--- src/rtl/btb_table_if.sv ---
// Lookup and update bundle for the branch target buffer.
// The master drives PCs, updates and clear; the slave (the table) returns predictions and status.
interface btb_table_if #(
  parameter int unsigned ADDR_W = 16
) ();
  logic              clear;
  logic [ADDR_W-1:0] lookup_pc;
  logic              hit;
  logic              predict_taken;
  logic [ADDR_W-1:0] pred_target;
  logic              upd_valid;
  logic [ADDR_W-1:0] upd_pc;
  logic              upd_taken;
  logic [ADDR_W-1:0] upd_target;
  logic              upd_ready;
  logic              mispredict;
  logic              busy;

  modport master (
    output clear, lookup_pc, upd_valid, upd_pc, upd_taken, upd_target,
    input  hit, predict_taken, pred_target, upd_ready, mispredict, busy
  );

  modport slave (
    input  clear, lookup_pc, upd_valid, upd_pc, upd_taken, upd_target,
    output hit, predict_taken, pred_target, upd_ready, mispredict, busy
  );
endinterface

--- src/rtl/btb_table.sv ---
// Fully associative branch target buffer with 2-bit counters, round-robin replacement
// and a one-entry-per-cycle clear sweep.
module btb_table #(
  parameter int unsigned ENTRIES = 4,
  parameter int unsigned ADDR_W  = 16,
  parameter int unsigned TAG_W   = 11
) (
  input  logic        clk,
  input  logic        rst_n,
  btb_table_if.slave  bus
);

  localparam int unsigned IDX_W = (ENTRIES > 1) ? $clog2(ENTRIES) : 1;
  localparam logic [IDX_W-1:0] LAST_IDX = IDX_W'(ENTRIES - 1);
  localparam logic ST_IDLE     = 1'b0;
  localparam logic ST_CLEARING = 1'b1;

  logic [ENTRIES-1:0] r_valid;
  logic [TAG_W-1:0]   r_tag    [ENTRIES];
  logic [ADDR_W-1:0]  r_target [ENTRIES];
  logic [1:0]         r_ctr    [ENTRIES];
  logic [IDX_W-1:0]   r_victim_ptr;
  logic [IDX_W-1:0]   r_clr_idx;
  logic               r_state;
  logic               r_mispredict;

  logic [TAG_W-1:0]   w_lk_tag;
  logic [TAG_W-1:0]   w_up_tag;
  logic               w_lk_match;
  logic [IDX_W-1:0]   w_lk_idx;
  logic               w_up_match;
  logic [IDX_W-1:0]   w_up_idx;
  logic               w_free;
  logic [IDX_W-1:0]   w_free_idx;
  logic [IDX_W-1:0]   w_alloc_idx;
  logic [1:0]         w_up_ctr;
  logic               w_idle;
  logic               w_accept;
  logic               w_unused_pc_lo;

  assign w_lk_tag = bus.lookup_pc[ADDR_W-1 -: TAG_W];
  assign w_up_tag = bus.upd_pc[ADDR_W-1 -: TAG_W];
  assign w_unused_pc_lo = ^{bus.lookup_pc[ADDR_W-TAG_W-1:0], bus.upd_pc[ADDR_W-TAG_W-1:0]};

  // Tags are unique among valid entries, so at most one match per search.
  always_comb begin
    w_lk_match = 1'b0;
    w_lk_idx   = '0;
    w_up_match = 1'b0;
    w_up_idx   = '0;
    w_free     = 1'b0;
    w_free_idx = '0;
    for (int i = 0; i < ENTRIES; i++) begin
      if (r_valid[IDX_W'(i)] && (r_tag[IDX_W'(i)] == w_lk_tag)) begin
        w_lk_match = 1'b1;
        w_lk_idx   = IDX_W'(i);
      end
      if (r_valid[IDX_W'(i)] && (r_tag[IDX_W'(i)] == w_up_tag)) begin
        w_up_match = 1'b1;
        w_up_idx   = IDX_W'(i);
      end
      if (!r_valid[IDX_W'(i)] && !w_free) begin
        w_free     = 1'b1;
        w_free_idx = IDX_W'(i);
      end
    end
  end

  assign w_idle      = (r_state == ST_IDLE);
  assign w_alloc_idx = w_free ? w_free_idx : r_victim_ptr;
  assign w_up_ctr    = r_ctr[w_up_idx];
  assign w_accept    = w_idle && bus.upd_valid && !bus.clear;

  assign bus.hit           = w_lk_match && w_idle;
  assign bus.predict_taken = bus.hit ? r_ctr[w_lk_idx][1] : 1'b0;
  assign bus.pred_target   = bus.hit ? r_target[w_lk_idx] : '0;
  assign bus.upd_ready     = w_idle;
  assign bus.busy          = !w_idle;
  assign bus.mispredict    = r_mispredict;

  always_ff @(posedge clk or negedge rst_n) begin
    if (!rst_n) begin
      r_valid      <= '0;
      r_victim_ptr <= '0;
      r_clr_idx    <= '0;
      r_state      <= ST_IDLE;
      r_mispredict <= 1'b0;
      for (int i = 0; i < ENTRIES; i++) begin
        r_tag[IDX_W'(i)]    <= '0;
        r_target[IDX_W'(i)] <= '0;
        r_ctr[IDX_W'(i)]    <= 2'b01;
      end
    end else begin
      r_mispredict <= 1'b0;
      if (r_state == ST_CLEARING) begin
        r_valid[r_clr_idx] <= 1'b0;
        if (bus.clear) begin
          r_clr_idx <= '0;
        end else if (r_clr_idx == LAST_IDX) begin
          r_clr_idx <= '0;
          r_state   <= ST_IDLE;
        end else begin
          r_clr_idx <= r_clr_idx + 1'b1;
        end
      end else if (bus.clear) begin
        r_clr_idx <= '0;
        r_state   <= ST_CLEARING;
      end else if (w_accept) begin
        if (w_up_match) begin
          r_mispredict <= (bus.upd_taken != w_up_ctr[1]);
          if (bus.upd_taken) begin
            r_target[w_up_idx] <= bus.upd_target;
            if (w_up_ctr != 2'b11) r_ctr[w_up_idx] <= w_up_ctr + 2'b01;
          end else if (w_up_ctr != 2'b00) begin
            r_ctr[w_up_idx] <= w_up_ctr - 2'b01;
          end
        end else if (bus.upd_taken) begin
          r_mispredict          <= 1'b1;
          r_valid[w_alloc_idx]  <= 1'b1;
          r_tag[w_alloc_idx]    <= w_up_tag;
          r_target[w_alloc_idx] <= bus.upd_target;
          r_ctr[w_alloc_idx]    <= 2'b10;
          if (!w_free) r_victim_ptr <= r_victim_ptr + 1'b1;
        end
      end
    end
  end

endmodule

--- src/flat_wrapper.sv ---
// flat-port wrapper written by rule: the top's interface ports become plain ports
module btb_table_flat 
#(
  parameter int unsigned ENTRIES = 4,
  parameter int unsigned ADDR_W  = 16,
  parameter int unsigned TAG_W   = 11
)
  (clk, rst_n, bus_clear, bus_lookup_pc, bus_upd_valid, bus_upd_pc, bus_upd_taken, bus_upd_target, bus_hit, bus_predict_taken, bus_pred_target, bus_upd_ready, bus_mispredict, bus_busy);
  btb_table_if #(.ADDR_W(ADDR_W)) bus_i ();
  input  logic clk;
  input  logic rst_n;
  input wire logic [$bits(bus_i.clear)-1:0] bus_clear;
  input wire logic [$bits(bus_i.lookup_pc)-1:0] bus_lookup_pc;
  input wire logic [$bits(bus_i.upd_valid)-1:0] bus_upd_valid;
  input wire logic [$bits(bus_i.upd_pc)-1:0] bus_upd_pc;
  input wire logic [$bits(bus_i.upd_taken)-1:0] bus_upd_taken;
  input wire logic [$bits(bus_i.upd_target)-1:0] bus_upd_target;
  output wire logic [$bits(bus_i.hit)-1:0] bus_hit;
  output wire logic [$bits(bus_i.predict_taken)-1:0] bus_predict_taken;
  output wire logic [$bits(bus_i.pred_target)-1:0] bus_pred_target;
  output wire logic [$bits(bus_i.upd_ready)-1:0] bus_upd_ready;
  output wire logic [$bits(bus_i.mispredict)-1:0] bus_mispredict;
  output wire logic [$bits(bus_i.busy)-1:0] bus_busy;
  assign bus_i.clear = bus_clear;
  assign bus_i.lookup_pc = bus_lookup_pc;
  assign bus_i.upd_valid = bus_upd_valid;
  assign bus_i.upd_pc = bus_upd_pc;
  assign bus_i.upd_taken = bus_upd_taken;
  assign bus_i.upd_target = bus_upd_target;
  assign bus_hit = bus_i.hit;
  assign bus_predict_taken = bus_i.predict_taken;
  assign bus_pred_target = bus_i.pred_target;
  assign bus_upd_ready = bus_i.upd_ready;
  assign bus_mispredict = bus_i.mispredict;
  assign bus_busy = bus_i.busy;
  btb_table #(.ENTRIES(ENTRIES), .ADDR_W(ADDR_W), .TAG_W(TAG_W)) u_core (.clk(clk), .rst_n(rst_n), .bus(bus_i));
endmodule
--- config.mk ---
export PLATFORM = sky130hd
export DESIGN_NAME = btb_table_flat
export DESIGN_NICKNAME = d
export VERILOG_FILES = /design/src/rtl/btb_table_if.sv /design/src/rtl/btb_table.sv /design/src/flat_wrapper.sv
export SDC_FILE = /design/constraint.sdc
export NUM_CORES = 1
export LEC_CHECK = 0
export ABC_AREA = 1
export BUFFER_PORTS_ARGS = -buffer_cell sky130_fd_sc_hd__buf_2
export CAP_MARGIN = 20
export CORE_UTILIZATION = 50
export CTS_BUF_LIST = sky130_fd_sc_hd__clkbuf_4
export CTS_CLUSTER_DIAMETER = 200
export CTS_CLUSTER_SIZE = 20
export DETAILED_ROUTE_END_ITERATION = 10
export PLACE_DENSITY = 0.79
export SLEW_MARGIN = 30
export SYNTH_ARGS = -nofsm -noshare
export SYNTH_HDL_FRONTEND = slang
export SYNTH_SLANG_ARGS = --single-unit
--- constraint.sdc ---
create_clock -name clk -period 4.4 [get_ports clk]
set_clock_uncertainty 0.05 [all_clocks]
set_input_delay 0.22 -clock clk [delete_from_list [all_inputs] [get_ports clk]]
set_output_delay 0.22 -clock clk [all_outputs]
set_load 0.05 [all_outputs]
==> summary.txt <==
Setup path
  – Crit. End Element: output pin
  – Crit path DAT: 2660 ps
  – WP data required: 4130 ps
  – Worst-path fanout max: 18
  – Kind of critical path: flip-flop to output pin
  – CP Launch Type: flip-flop

Placement
  – Post-DP Area: 4770 sq um
  – HPWL after detailed placement: 8180 microns
  – Buffers added on ports: 63
  – Dpl ws: 1900 ps
  – Placer Congestion: 0.951

Floorplan
  – Ports: 74
  – FP Rows: 33
  – Die width: 96.1 microns
  – Total core area: 8380 sq um
  – Initial Util: 52.8%
  – Die H: 96.1 microns
  – Die ar.: 9240 sq um

Yosys
  – Xor/xnor cell area share of the yosys netlist: 1.78%
  – Syn_nets: 715
  – Yosys reg bits: 66
  – Yosys Warn Count: 0
  – Sequential fraction of the synthesis area: 37.4%
  – Largest family of logic cells by synthesized area: simple AND/OR/NAND/NOR gates
  – Mux contribution to synthesized area: 0%
  – Adder-cell share of the synthesized area: 1.41%
  – Post-Syn Area: 4430 sq um
  – Compound-gate portion of the synthesized area: 13.0%
  – Yosys cell types: 39
  – Post-Syn Instances: 657
  – Synth Area in Simple Gates: 32.9%
  – Average size of a mapped cell: 6.74 sq um

STA
  – Slew margin rel.: 42.9%
  – Final Hold Fails: 0
  – RSZ-0062 raised after global routing: no
  – Final worst-path cycle share: 66.5%
  – Final WS setup: 1470 ps
  – Worst-Margin Slew: 857 ps
  – Peak Freq: 342 MHz
  – Min cycle time layout: 2930 ps
  – Setup TNS: 0 ps
  – Setup Viol. Count Final: 0
  – Max Slew Vio Count: 0

Routing
  – Total Wirelength: 11300 microns
  – Drt wl/cell: 13.3 microns
  – Drt pass-1 iters: 5
  – Initial detailed-routing violation count: 208
  – Via density: 5.15
  – DRC viols: 0
  – Post-route ant nets: 0
  – Via count: 4358

Clocking
  – Clk slew on worst S/H paths: 130 ps
  – CTS resizes: 0
  – H-tree levels: 3
  – Clock sinks: 66
  – Worst skew pair latency: 420 ps
  – Max Buffers Root-to-Sink: 2
  – Clock Root Buffer: clkbuf_4
  – Setup Buffers After CTS: 0
  – CTS buffer count: 9
  – CTS tree: done

Global route
  – Initial antenna violation count: 0
  – GRT Util Overall: 26.5%
  – Grt ovf: 0
  – Pin count of the biggest net entering global routing: 67
  – Wire length of the first global-routing pass: 18500 microns
  – Number of global-route vias before repair: 4092

Finish
  – Fin util: 61.4%
  – Design area: 5140 sq um
  – Commonest non-fill, non-tap cell in the layout: nand2_1
  – Leading cell types in the layout, fill and taps excluded: nand2_1 (199), inv_1 (112), nor2_1 (75)
  – Synthesis-to-finish area growth: 16.1%
  – Layout cells sized above 1: 17.8%
  – Nets: 795
  – Diode count: 0

Status
  – Status: completed

Hold path
  – Tightest Hold Check Type: primary input to flip-flop

Power and ir drop
  – Power Dens Cells: 333 nW/um^2
  – Total power: 1.71 mW
  – Leakage: 2.80 nW
  – VDD IR max: 0.000196 V

Job
  – Max-Cap Viols: 0
## routing by layer
metal	GRT usage, %	vias up	wire [microns]
met5	0	-	0
met4	12.7	0	346
met3	4.66	27	513
met2	45.7	128	5510
met1	31.9	2015	4910
li1	-	2188	-
## power breakdown
group	switching (mW)	internal, mW	total, mW
registers	0.0725	0.694	0.766
clock network	0.253	0.240	0.493
logic	0.277	0.174	0.451
total	0.603	1.11	1.71
## cell type report
class                           instances  area (sq um)
Fill cell                             795          3240
Multi-Input combinational cell        449          2180
Sequential cell                        66          1650
Timing Repair Buffer                   84           523
Inverter                              127           477
Tap cell                              105           131
Clock inverter                          7           105
Clock buffer                            9          67.6
## per-stage QoR
stage                     std cells  hold WS (ps)
after floorplan                 657          -126
after global placement          811           403
after detailed placement        811           409
after CTS                       847          23.2
after global routing            847          13.1
final                           847          43.5
## flip-flops by register name, indices dropped and copies added, names as in the netlist
name,flops
u_core.r_valid,2
u_core.r_tag,22
u_core.bus.busy,1
u_core.r_victim_ptr,2
u_core.r_ctr,4
u_core.r_target,32
u_core.bus.mispredict,1
u_core.r_clr_idx,2
## cell usage after synthesis, drive strengths merged
| cell | n | area share, % |
|---|---|---|
| a21oi | 21 | 2.7 |
| nor3b | 1 | 0.17 |
| o21ai | 67 | 8.5 |
| or2 | 2 | 0.28 |
| nand3 | 31 | 4.3 |
| xnor2 | 6 | 1.2 |
| nor4 | 4 | 0.57 |
| o2111ai | 2 | 0.40 |
| clkinv | 1 | 0.085 |
| dfstp | 2 | 1.2 |
| inv | 126 | 11 |
| nor3 | 1 | 0.11 |
| a21boi | 1 | 0.17 |
| o211ai | 1 | 0.28 |
| nand3b | 2 | 0.62 |
| nor2 | 82 | 7.6 |
| nand4 | 7 | 0.99 |
| xor2 | 3 | 0.59 |
| nand2 | 207 | 18 |
| dfrtp | 64 | 36 |
| buf | 15 | 2.8 |
| a221oi | 1 | 0.20 |
| o22ai | 4 | 0.57 |
| o21a | 1 | 0.17 |
| ha | 5 | 1.4 |
## critical path, cell delays in order, from the launching register on
cell	delay, ps
dfrtp_1	460
xnor2_1	240
o21ai_0	130
nor4_1	200
nand3_1	100
nand2_1	140
nand2_1	400
nor2_1	270
buf_2	290
## cells by family (layout without fill, tap and decap cells)
logic type / count (synthesis) / count (layout)
fa+ha+maj: 5 / 5
compound gates: 98 / 98
flops: 66 / 66
simple gates: 337 / 337
buf+inv: 142 / 227
xor+xnor: 9 / 9
## timing repair
| item | in CTS | in global routing |
|---|---|---|
| endpoints found under the setup margin | 0 | 0 |
| hold endpoints to repair | 93 | 0 |
| hold buffers | 20 | 0 |
## worst paths after layout
check                                  start             endpoint  slack (ps)  cells past startpoint
min in group asynchronous              rst_n  u_core.r_target[33]         470                      3
max in group asynchronous              rst_n     u_core.r_tag[22]        3270                      3
min reg2reg                  u_core.r_ctr[6]      u_core.r_ctr[6]         420                      2
max                         u_core.r_tag[32]   bus_pred_target[2]        1470                      8
max reg2reg                u_core.r_valid[1]      u_core.r_ctr[5]        1820                     12
min                            bus_upd_pc[6]     u_core.r_tag[23]          40                      3
Note: power is estimated with default switching activity, not from simulation.
